### config.mk
export PLATFORM = sky130hd
export DESIGN_NAME = core_mem_access_ctrl
export DESIGN_NICKNAME = d
export VERILOG_FILES = /design/src/rtl/core_mem_access_ctrl.sv
export SDC_FILE = /design/constraint.sdc
export NUM_CORES = 1
export LEC_CHECK = 0
export ABC_AREA = 1
export BUFFER_PORTS_ARGS = -buffer_cell sky130_fd_sc_hd__buf_2
export CAP_MARGIN = 30
export CORE_ASPECT_RATIO = 0.6
export CORE_MARGIN = 3
export CORE_UTILIZATION = 44
export CTS_BUF_LIST = sky130_fd_sc_hd__clkbuf_16
export CTS_CLUSTER_DIAMETER = 150
export DETAILED_ROUTE_END_ITERATION = 7
export PLACE_DENSITY = 0.79
export SKIP_LAST_GASP = 1
export SLEW_MARGIN = 10
export SYNTH_ARGS = -nofsm -noshare
export SYNTH_HDL_FRONTEND = slang
export SYNTH_SLANG_ARGS = --single-unit
### constraint.sdc
create_clock -name clk -period 1.71 [get_ports clk]
set_input_delay 0.2565 -clock clk [delete_from_list [all_inputs] [get_ports clk]]
set_output_delay 0.2565 -clock clk [all_outputs]
set_load 0.05 [all_outputs]
### src/rtl/core_mem_access_ctrl.sv
// -----------------------------------------------------------------------------
// core_mem_access_ctrl
//
// Purpose:
//   Sequences execute-stage load/store requests onto a single shared req/ack
//   data bus and stalls the pipeline until each access completes. It builds
//   byte enables and lane-replicated write data for stores. Read data is
//   shifted right by the byte offset so the execute stage can extend it from
//   bit 0. When a load and a store are requested together, the store runs
//   first and the load follows back-to-back.
//
//   The access width (st_width, funct3[1:0] of the instruction) applies to
//   loads as well as stores: 0=byte, 1=half, 2/3=word.
//
// Configuration:
//   CORE_MISALIGN_TRAP_EN - when defined, misaligned half/word accesses issue
//   no bus cycle and are reported on misalign_ld / misalign_st instead.
//   When undefined those ports are absent. Misaligned accesses are then
//   issued, and byte enables that fall past lane 3 are dropped.
//
// Ports:
//   clk, rst_n        core clock, synchronous active-low reset
//   ld_req/ld_addr    load request (level) and byte address
//   ld_data           aligned read data, valid while the access is in DONE
//   st_req/st_addr    store request (level) and byte address
//   st_data/st_width  LSB-aligned store data and access width
//   stall             combinational pipeline freeze
//   access_fault      one-cycle pulse on bus error or timeout
//   misalign_ld/_st   one-cycle misalignment pulses (CORE_MISALIGN_TRAP_EN only)
//   bus_*             registered bus request side; bus_ack/err/rdata responses
// -----------------------------------------------------------------------------
module core_mem_access_ctrl #(
   parameter int unsigned TIMEOUT_CYCLES = 255
) (
   input  logic        clk,
   input  logic        rst_n,
   input  logic        ld_req,
   input  logic [31:0] ld_addr,
   output logic [31:0] ld_data,
   input  logic        st_req,
   input  logic [31:0] st_addr,
   input  logic [31:0] st_data,
   input  logic [1:0]  st_width,
   output logic        stall,
   output logic        access_fault,
`ifdef CORE_MISALIGN_TRAP_EN
   output logic        misalign_ld,
   output logic        misalign_st,
`endif
   output logic        bus_req,
   output logic        bus_we,
   output logic [31:0] bus_addr,
   output logic [31:0] bus_wdata,
   output logic [3:0]  bus_be,
   input  logic        bus_ack,
   input  logic        bus_err,
   input  logic [31:0] bus_rdata
);

   typedef enum logic [1:0] {
      ST_IDLE  = 2'd0,
      ST_STORE = 2'd1,
      ST_LOAD  = 2'd2,
      ST_DONE  = 2'd3
   } state_t;

   // Counter value on which a still-unacknowledged access gets aborted.
   localparam logic [7:0] TIMEOUT_LAST = 8'(TIMEOUT_CYCLES - 32'd1);

   state_t      state_r;
   logic [7:0]  wait_cnt_r;

   logic [3:0]  st_be_s;
   logic [3:0]  ld_be_s;
   logic [31:0] st_wdata_s;
   logic [31:0] ld_aligned_s;
   logic        st_trap_s;
   logic        ld_trap_s;

   // Lane mask for an access; the 4-bit result drops lanes shifted past byte 3.
   function automatic logic [3:0] calc_be(input logic [1:0] width, input logic [1:0] shift);
      logic [3:0] base_v;
      case (width)
         2'd0:    base_v = 4'b0001;
         2'd1:    base_v = 4'b0011;
         default: base_v = 4'b1111;
      endcase
      calc_be = base_v << shift;
   endfunction

   // Replicate the store data so the addressed lanes carry it whatever the offset.
   function automatic logic [31:0] calc_wdata(input logic [1:0] width, input logic [31:0] data);
      case (width)
         2'd0:    calc_wdata = {4{data[7:0]}};
         2'd1:    calc_wdata = {2{data[15:0]}};
         default: calc_wdata = data;
      endcase
   endfunction

`ifdef CORE_MISALIGN_TRAP_EN
   // Half needs addr[0]=0, word needs addr[1:0]=0; bytes are always aligned.
   function automatic logic is_misaligned(input logic [1:0] width, input logic [1:0] shift);
      case (width)
         2'd0:    is_misaligned = 1'b0;
         2'd1:    is_misaligned = shift[0];
         default: is_misaligned = (shift != 2'b00);
      endcase
   endfunction

   assign st_trap_s = is_misaligned(st_width, st_addr[1:0]);
   assign ld_trap_s = is_misaligned(st_width, ld_addr[1:0]);
`else
   assign st_trap_s = 1'b0;
   assign ld_trap_s = 1'b0;
`endif

   assign st_be_s      = calc_be(st_width, st_addr[1:0]);
   assign ld_be_s      = calc_be(st_width, ld_addr[1:0]);
   assign st_wdata_s   = calc_wdata(st_width, st_data);
   assign ld_aligned_s = bus_rdata >> {ld_addr[1:0], 3'b000};

   // DONE is the retire cycle, so the freeze lifts there even with requests held.
   assign stall = (ld_req | st_req) & (state_r != ST_DONE);

   // Access sequencer: state, registered bus request fields, read capture, fault pulses.
   always_ff @(posedge clk) begin
      if (!rst_n) begin
         state_r      <= ST_IDLE;
         wait_cnt_r   <= 8'd0;
         bus_req      <= 1'b0;
         bus_we       <= 1'b0;
         bus_addr     <= 32'd0;
         bus_wdata    <= 32'd0;
         bus_be       <= 4'd0;
         ld_data      <= 32'd0;
         access_fault <= 1'b0;
`ifdef CORE_MISALIGN_TRAP_EN
         misalign_ld  <= 1'b0;
         misalign_st  <= 1'b0;
`endif
      end else begin
         access_fault <= 1'b0;
`ifdef CORE_MISALIGN_TRAP_EN
         misalign_ld  <= 1'b0;
         misalign_st  <= 1'b0;
`endif
         case (state_r)
            ST_IDLE: begin
               if (st_req && st_trap_s) begin
                  // A trapped store also suppresses any load of the same instruction.
                  state_r <= ST_DONE;
`ifdef CORE_MISALIGN_TRAP_EN
                  misalign_st <= 1'b1;
                  misalign_ld <= ld_req;
`endif
               end else if (st_req) begin
                  state_r    <= ST_STORE;
                  wait_cnt_r <= 8'd0;
                  bus_req    <= 1'b1;
                  bus_we     <= 1'b1;
                  bus_addr   <= {st_addr[31:2], 2'b00};
                  bus_wdata  <= st_wdata_s;
                  bus_be     <= st_be_s;
               end else if (ld_req && ld_trap_s) begin
                  state_r <= ST_DONE;
`ifdef CORE_MISALIGN_TRAP_EN
                  misalign_ld <= 1'b1;
`endif
               end else if (ld_req) begin
                  state_r    <= ST_LOAD;
                  wait_cnt_r <= 8'd0;
                  bus_req    <= 1'b1;
                  bus_we     <= 1'b0;
                  bus_addr   <= {ld_addr[31:2], 2'b00};
                  bus_be     <= ld_be_s;
               end else begin
                  state_r <= ST_IDLE;
               end
            end

            ST_STORE, ST_LOAD: begin
               if (bus_ack && bus_err) begin
                  // Failed access: abort, skip any pending load.
                  state_r      <= ST_DONE;
                  bus_req      <= 1'b0;
                  access_fault <= 1'b1;
                  ld_data      <= 32'd0;
               end else if (bus_ack && (state_r == ST_STORE) && ld_req && !ld_trap_s) begin
                  // Chain the pending load without dropping bus_req.
                  state_r    <= ST_LOAD;
                  wait_cnt_r <= 8'd0;
                  bus_we     <= 1'b0;
                  bus_addr   <= {ld_addr[31:2], 2'b00};
                  bus_be     <= ld_be_s;
               end else if (bus_ack && (state_r == ST_STORE) && ld_req) begin
                  state_r <= ST_DONE;
                  bus_req <= 1'b0;
`ifdef CORE_MISALIGN_TRAP_EN
                  misalign_ld <= 1'b1;
`endif
               end else if (bus_ack) begin
                  state_r <= ST_DONE;
                  bus_req <= 1'b0;
                  if (state_r == ST_LOAD) begin
                     ld_data <= ld_aligned_s;
                  end else begin
                     ld_data <= ld_data;
                  end
               end else if (wait_cnt_r >= TIMEOUT_LAST) begin
                  state_r      <= ST_DONE;
                  bus_req      <= 1'b0;
                  access_fault <= 1'b1;
                  ld_data      <= 32'd0;
               end else begin
                  wait_cnt_r <= wait_cnt_r + 8'd1;
               end
            end

            ST_DONE: begin
               state_r <= ST_IDLE;
            end

            default: begin
               state_r <= ST_IDLE;
               bus_req <= 1'b0;
            end
         endcase
      end
   end

endmodule

; Word-level counts from Yosys, hierarchy flattened
; Cells that the tools add are included.
[classes]
eq_ne = 15
n_lt_le_gt_ge = 1
add_sub_neg = 1
reduce_logical = 14
n_mux = 47
n_shift = 3
bitwise_logic = 2
[ops]
columns = operator, n
row1 = 32-bit 2-to-1 mux, 9
row2 = 32-bit one-hot mux with 2 select lines, 2
row3 = 8-bit 2-to-1 mux, 6
row4 = 32-bit by 5-bit right shift with 32-bit output, 1
row5 = 4-bit 2-to-1 mux, 4
row6 = 4-bit one-hot mux with 2 select lines, 2
row7 = 8-bit one-hot mux with 2 select lines, 1
row8 = 1-bit 2-to-1 mux, 14
row9 = 2-bit 2-to-1 mux, 6
row10 = "3-bit inequality test, second input constant", 4
row11 = 4-bit AND reduction, 3
row12 = "8-bit by 1-bit adder with 8-bit output, second input constant", 1
row13 = "8-bit greater-or-equal comparator, second input constant", 1
row14 = "2-bit inequality test, second input constant", 4
row15 = 4-bit by 2-bit << shifter with 4-bit output, 2
row16 = 2-bit one-hot mux with 3 select lines, 1
row17 = "5-bit inequality test, second input constant", 1
row18 = 5-bit AND reduction, 1
row19 = "2-bit by 1-bit == test with 1-bit output, second input constant", 2
row20 = "2-bit == test, second input constant", 2
row21 = 2-bit zero test, 2
row22 = "4-bit inequality test, second input constant", 1
row23 = 1-bit one-hot mux with 2 select lines, 2
row24 = 2-bit AND reduction, 2
row25 = other kinds (7), 9
[totals]
regBits = 113
word_cells = 92
input_bits = 136

; Longest topological paths before layout
[depth]
word_depth = 6
ltp_mapped = 13
ltp_nobuf = 12

; Worst setup path before layout
; Ideal clock, no wire load.
[synth_path]
kind = register to register
startpoint = reg state_r[0]
endpoint = reg wait_cnt_r[7]
synth_period_minus_slack_ns = 1.698
t_arrival_ns = 1.589
n_path_buf = 1
setup_ns = 0.109
setup_slack_ns = 0.012
path_stages_with_launch = 14
cell_sequence = dfxtp_1 inv_1 ha_1 nor2_1 inv_1 nand2_1 inv_2 nand2_1 buf_4 nand2_2 nand2_1 nand2_1 nand2_1 inv_1
[synth_between]
elab_chain_cells = 6
[synth_lines]
columns = element, line_no
row1 = start: declaration, 70  ; state_t state_r;
row2 = start signal: assignment, 128  ; state_r <= ST_IDLE;
row3 = start signal: assignment, 151  ; state_r <= ST_DONE;
row4 = start signal: assignment, 157  ; state_r <= ST_STORE;
row5 = 2-bit by 1-bit == test with 1-bit output, "147, 188, 195"
row6 = 1-bit logical AND (2 in series), "188, 195"
row7 = 8-bit 2-to-1 mux, 188  ; end else if (bus_ack && (state_r == ST_STORE) && ld_req && !ld_trap_s) begin
row8 = 8-bit 2-to-1 mux, 182  ; if (bus_ack && bus_err) begin
row9 = 8-bit one-hot mux with 2 select lines, 147  ; case (state_r)
row10 = end signal: assignment, 215  ; wait_cnt_r <= wait_cnt_r + 8'd1;
row11 = end: declaration, 71  ; logic [7:0] wait_cnt_r;
; Several ways; a longest one is shown, not always the timed one. The select of a mux whose other input is x is not followed.
; A chain may end at the register's enable or synchronous reset.

; Final worst setup path
[layout_path]
startpoint = reg state_r[1]
endpoint = reg ld_data[16]
[layout_between]
elab_chain_cells = 5
[layout_lines]
columns = element, line_no
row1 = 2-bit by 1-bit == test with 1-bit output, "147, 188, 195"
row2 = 1-bit logical AND (2 in series), "188, 195"
row3 = 2-bit inequality test (no line), -
row4 = 4-bit AND reduction (no line) (*), -
row5 = end signal: assignment, 205  ; ld_data <= ld_aligned_s;
row6 = end signal: assignment, 207  ; ld_data <= ld_data;
row7 = end: declaration, 39  ; output logic [31:0] ld_data,
; Every way passes the cells marked *; elsewhere a longest branch is shown, timed or not.

==> flow_results.org <==
** Status
- Outcome :: complete, no violations

** Placement
- Detailed placement ended at an HPWL of 13.5 mm.
- At the end of routability-driven placement, the weighted congestion stood at 0.942.
- Buffers placed on the I/O ports in this run total 237.
- The placed instances occupy a cell area of 7220 µm².
- Post-placement cell count :: 1257

** Clock tree
- Clock latency on the worst-skew pair :: 0.34 ns
- Count of clock tree sinks :: 111
- Clock Tree Root :: sky130_fd_sc_hd__clkbuf_16
- Clock tree from TritonCTS :: yes
- Clock-pin slew was measured on the worst setup and hold paths at 0.08 ns.
- H-tree depth reported by CTS :: 3
- In this run, post-CTS hold repair placed 0 buffers.
- Buffers inserted during clock tree synthesis total 9.
- In this run the deepest clock path goes through 2 buffers.

** STA
- Worst clock skew :: 0.00879 ns
- RSZ-0062 raised after global routing :: true
- Clock period minus final worst setup slack :: 1.68 ns
- The final-report max-slew violation count came to 0.
- Final Hold Viols :: 0
- Adding up every negative setup slack in the final design gives 0 ns.
- Fmax :: 596 MHz
- Number of setup violations in the final report :: 0
- The worst path uses 98.1% of the clock period.

** Route
- After detailed routing, the average wire length per cell comes to 14.2 µm.
- Initial DRC Count :: 529
- After detailed routing, the number of vias per cell comes to 5.01.
- WL final :: 18.2 mm
- Total iterations of the first detailed-routing run :: 7
- In this run the remaining antenna-violating nets after routing total 0.
- Routed via count :: 6416
- Number of DRC violations after detailed routing :: 0

** Global routing
- Via count of the first global-routing pass :: 5672
- Entering global routing, the biggest net connects 58 pins.
- The number of antenna violations at the first check in global routing is 0.
- Summed over all layers, the global routing overflow is 0.
- Across every metal layer, demand over resource in global routing totals 23.5%.
- The first global-routing pass estimated 28.0 mm of wire.

** Synthesis
- The cell area that synthesis handed to floorplanning was 5690 µm².
- Yosys mapped a number of flops with a built-in enable equal to 0.
- By area the synthesized netlist is led by sky130_fd_sc_hd__dfxtp_1 39%, sky130_fd_sc_hd__nand2_1 16%, sky130_fd_sc_hd__nor2_1 9.4%, sky130_fd_sc_hd__o21ai_0 4.0%, sky130_fd_sc_hd__inv_1 3.8%.
- Most area-hungry cell type in the Yosys netlist :: sky130_fd_sc_hd__dfxtp_1
- Fraction of post-synthesis cell area in the top cell type by area :: 39.0%
- Number of warning messages in the yosys log :: 0
- The synthesized design contains 111 register bits.
- Fraction of registers with async set or reset after synthesis :: 0%
- Averaged over all synthesized cells, the footprint is 6.58 µm².
- Distinct cell type count after synthesis :: 36
- Among all cell types in the netlist, the one instantiated most often is sky130_fd_sc_hd__nand2_1.
- For this run, the leading register cell type out of synthesis is sky130_fd_sc_hd__dfxtp_1.
- Synthesis handed over a netlist of 865 instances.
- By count the netlist is led by 243 x sky130_fd_sc_hd__nand2_1, 142 x sky130_fd_sc_hd__nor2_1, 111 x sky130_fd_sc_hd__dfxtp_1.
- Portion of the post-synthesis area used by sequential elements :: 39.0%

** Die
- The initialized floorplan defines 31 standard-cell rows.
- During I/O placement, the number of pins put on the boundary was 240.
- The die is 94.1 µm tall.
- X dimension of the die :: 153 µm
- The die covers 14400 µm².
- Once the floorplan was initialized, standard cells occupied 46.2% of the core.
- After floorplanning, the core was sized to cover 12300 µm².

** Run
- Max_cap viols :: 0

** Final layout
- Antenna fix cells :: 0
- The net count of the finished layout is 1253.
- The post-route netlist has 33.6% of its cells at a drive strength greater than 1.
- Final cell count without fillers :: 1281
- Post-route design area :: 7770 µm²
- Post-synthesis to final-layout area growth :: 36.5%

** Setup path
- The worst register-to-register path has a setup slack of 0.03 ns.
- Critical path fanouts, max :: 8
- Measured in cells, the most critical reg-to-reg path has a length of 10.
- WS Path Type :: register to register
- Worst EP required :: 1.99 ns
- Critical Path Start Type :: register
- STA classifies the critical path endpoint as a register.
- Data arrival time of the worst path :: 1.95 ns

** Pwr
- IR drop worst, VDD :: 954 µV
- For this design the ratio of total power to cell area is 1760 nW/µm².
- Leakage power :: 4.00 nW

** Worst hold path
- The worst hold path belongs to the class input pin to register.
- Cell depth of the worst hold path :: 3
-- placed cells by master, fill, tap and decap left out, types with 11 or more instances in the layout --
cell,n
sky130_fd_sc_hd__o21ai_0,46
sky130_fd_sc_hd__nand2_1,235
sky130_fd_sc_hd__clkbuf_16,11
sky130_fd_sc_hd__buf_4,36
sky130_fd_sc_hd__dfxtp_1,106
sky130_fd_sc_hd__nor2_1,140
sky130_fd_sc_hd__o21ai_1,32
sky130_fd_sc_hd__o22ai_1,14
sky130_fd_sc_hd__o211ai_1,17
sky130_fd_sc_hd__a21oi_2,12
sky130_fd_sc_hd__nand2_2,16
sky130_fd_sc_hd__a21oi_1,29
sky130_fd_sc_hd__buf_2,237
sky130_fd_sc_hd__inv_1,55
sky130_fd_sc_hd__nand3_1,37
-- sequential cells by signal (all words and copies together), names as in the netlist --
| name | flops |
|---|---|
| bus_addr | 30 |
| ld_data | 32 |
| bus_req | 1 |
| wait_cnt_r | 8 |
| bus_we | 1 |
| bus_be | 4 |
| access_fault | 1 |
| bus_wdata | 32 |
| state_r | 2 |
-- metal layers --
metal | share of wire, % | GRT usage [%] | vias up | wire, µm
li1 | - | - | 3258 | -
met2 | 42 | 36.0 | 271 | 7740
met1 | 46 | 33.3 | 2871 | 8470
met4 | 0.96 | 4.08 | 0 | 176
met3 | 10 | 6.72 | 16 | 1860
met5 | 0 | 0 | - | 0
-- metrics by stage --
step	setup slack (ns)	total power, mW	hold WS, ns	utilization, %
global placement	-0.0268	10.9	0.438	58.5
detailed placement	-0.137	11.0	0.443	58.5
floorplan	0.0124	8.99	0.423	-
CTS	-0.00220	13.3	0.183	61.3
finish	0.0326	13.7	0.195	63.0
global route	-0.0154	14.5	0.197	63.0
-- power breakdown --
part	switching [mW]	internal [mW]	total [mW]
Combinational	5.47	2.46	7.93
Clock	0.975	1.14	2.12
Sequential	0.358	3.30	3.65
-- layout make-up --
type | instances | area, µm²
timing repair buffer | 287 | 1720
sequential | 111 | 2230
fill | 1166 | 4560
inverter | 68 | 260
clock buffer | 9 | 225
tap | 165 | 206
clock inverter | 7 | 72.6
multi-input combinational | 634 | 3060
-- kinds of logic after synthesis --
kind of cell,count (synthesis),share of synthesized area (%)
AND/OR/NAND/NOR,457,33.0
AO/OA/AOI/OAI,169,17.3
other,1,0.0659
flip-flops,111,39.0
adder cells (fa/ha/maj),6,1.32
buffers and inverters,121,9.34
-- repair_timing --
action                     in CTS  in global routing
gates cloned                    0                  2
pin swaps                       1                 10
resized for setup              10                 29
setup endpoints to repair      48                 66
buffers inserted                0                  6
-- final timing paths --
| path | from | to |
|---|---|---|
| min | st_data[27] | bus_wdata[27] |
| max | state_r[1] | ld_data[16] |
| max reg2reg | state_r[1] | ld_data[16] |
| min reg2reg | wait_cnt_r[6] | wait_cnt_r[6] |
-- worst max-delay path: stages (launching register included) --
cell and delay (ns):
sky130_fd_sc_hd__dfxtp_2 0.34, sky130_fd_sc_hd__inv_2 0.05, sky130_fd_sc_hd__ha_4 0.29, sky130_fd_sc_hd__buf_6 0.13, sky130_fd_sc_hd__nand2_4 0.06, sky130_fd_sc_hd__o21ai_4 0.10
sky130_fd_sc_hd__nand2_4 0.10, sky130_fd_sc_hd__nor2_8 0.18, sky130_fd_sc_hd__buf_12 0.15, sky130_fd_sc_hd__nand2_2 0.09, sky130_fd_sc_hd__a21oi_2 0.13
No activity file was read; power rests on OpenSTA's default activity.
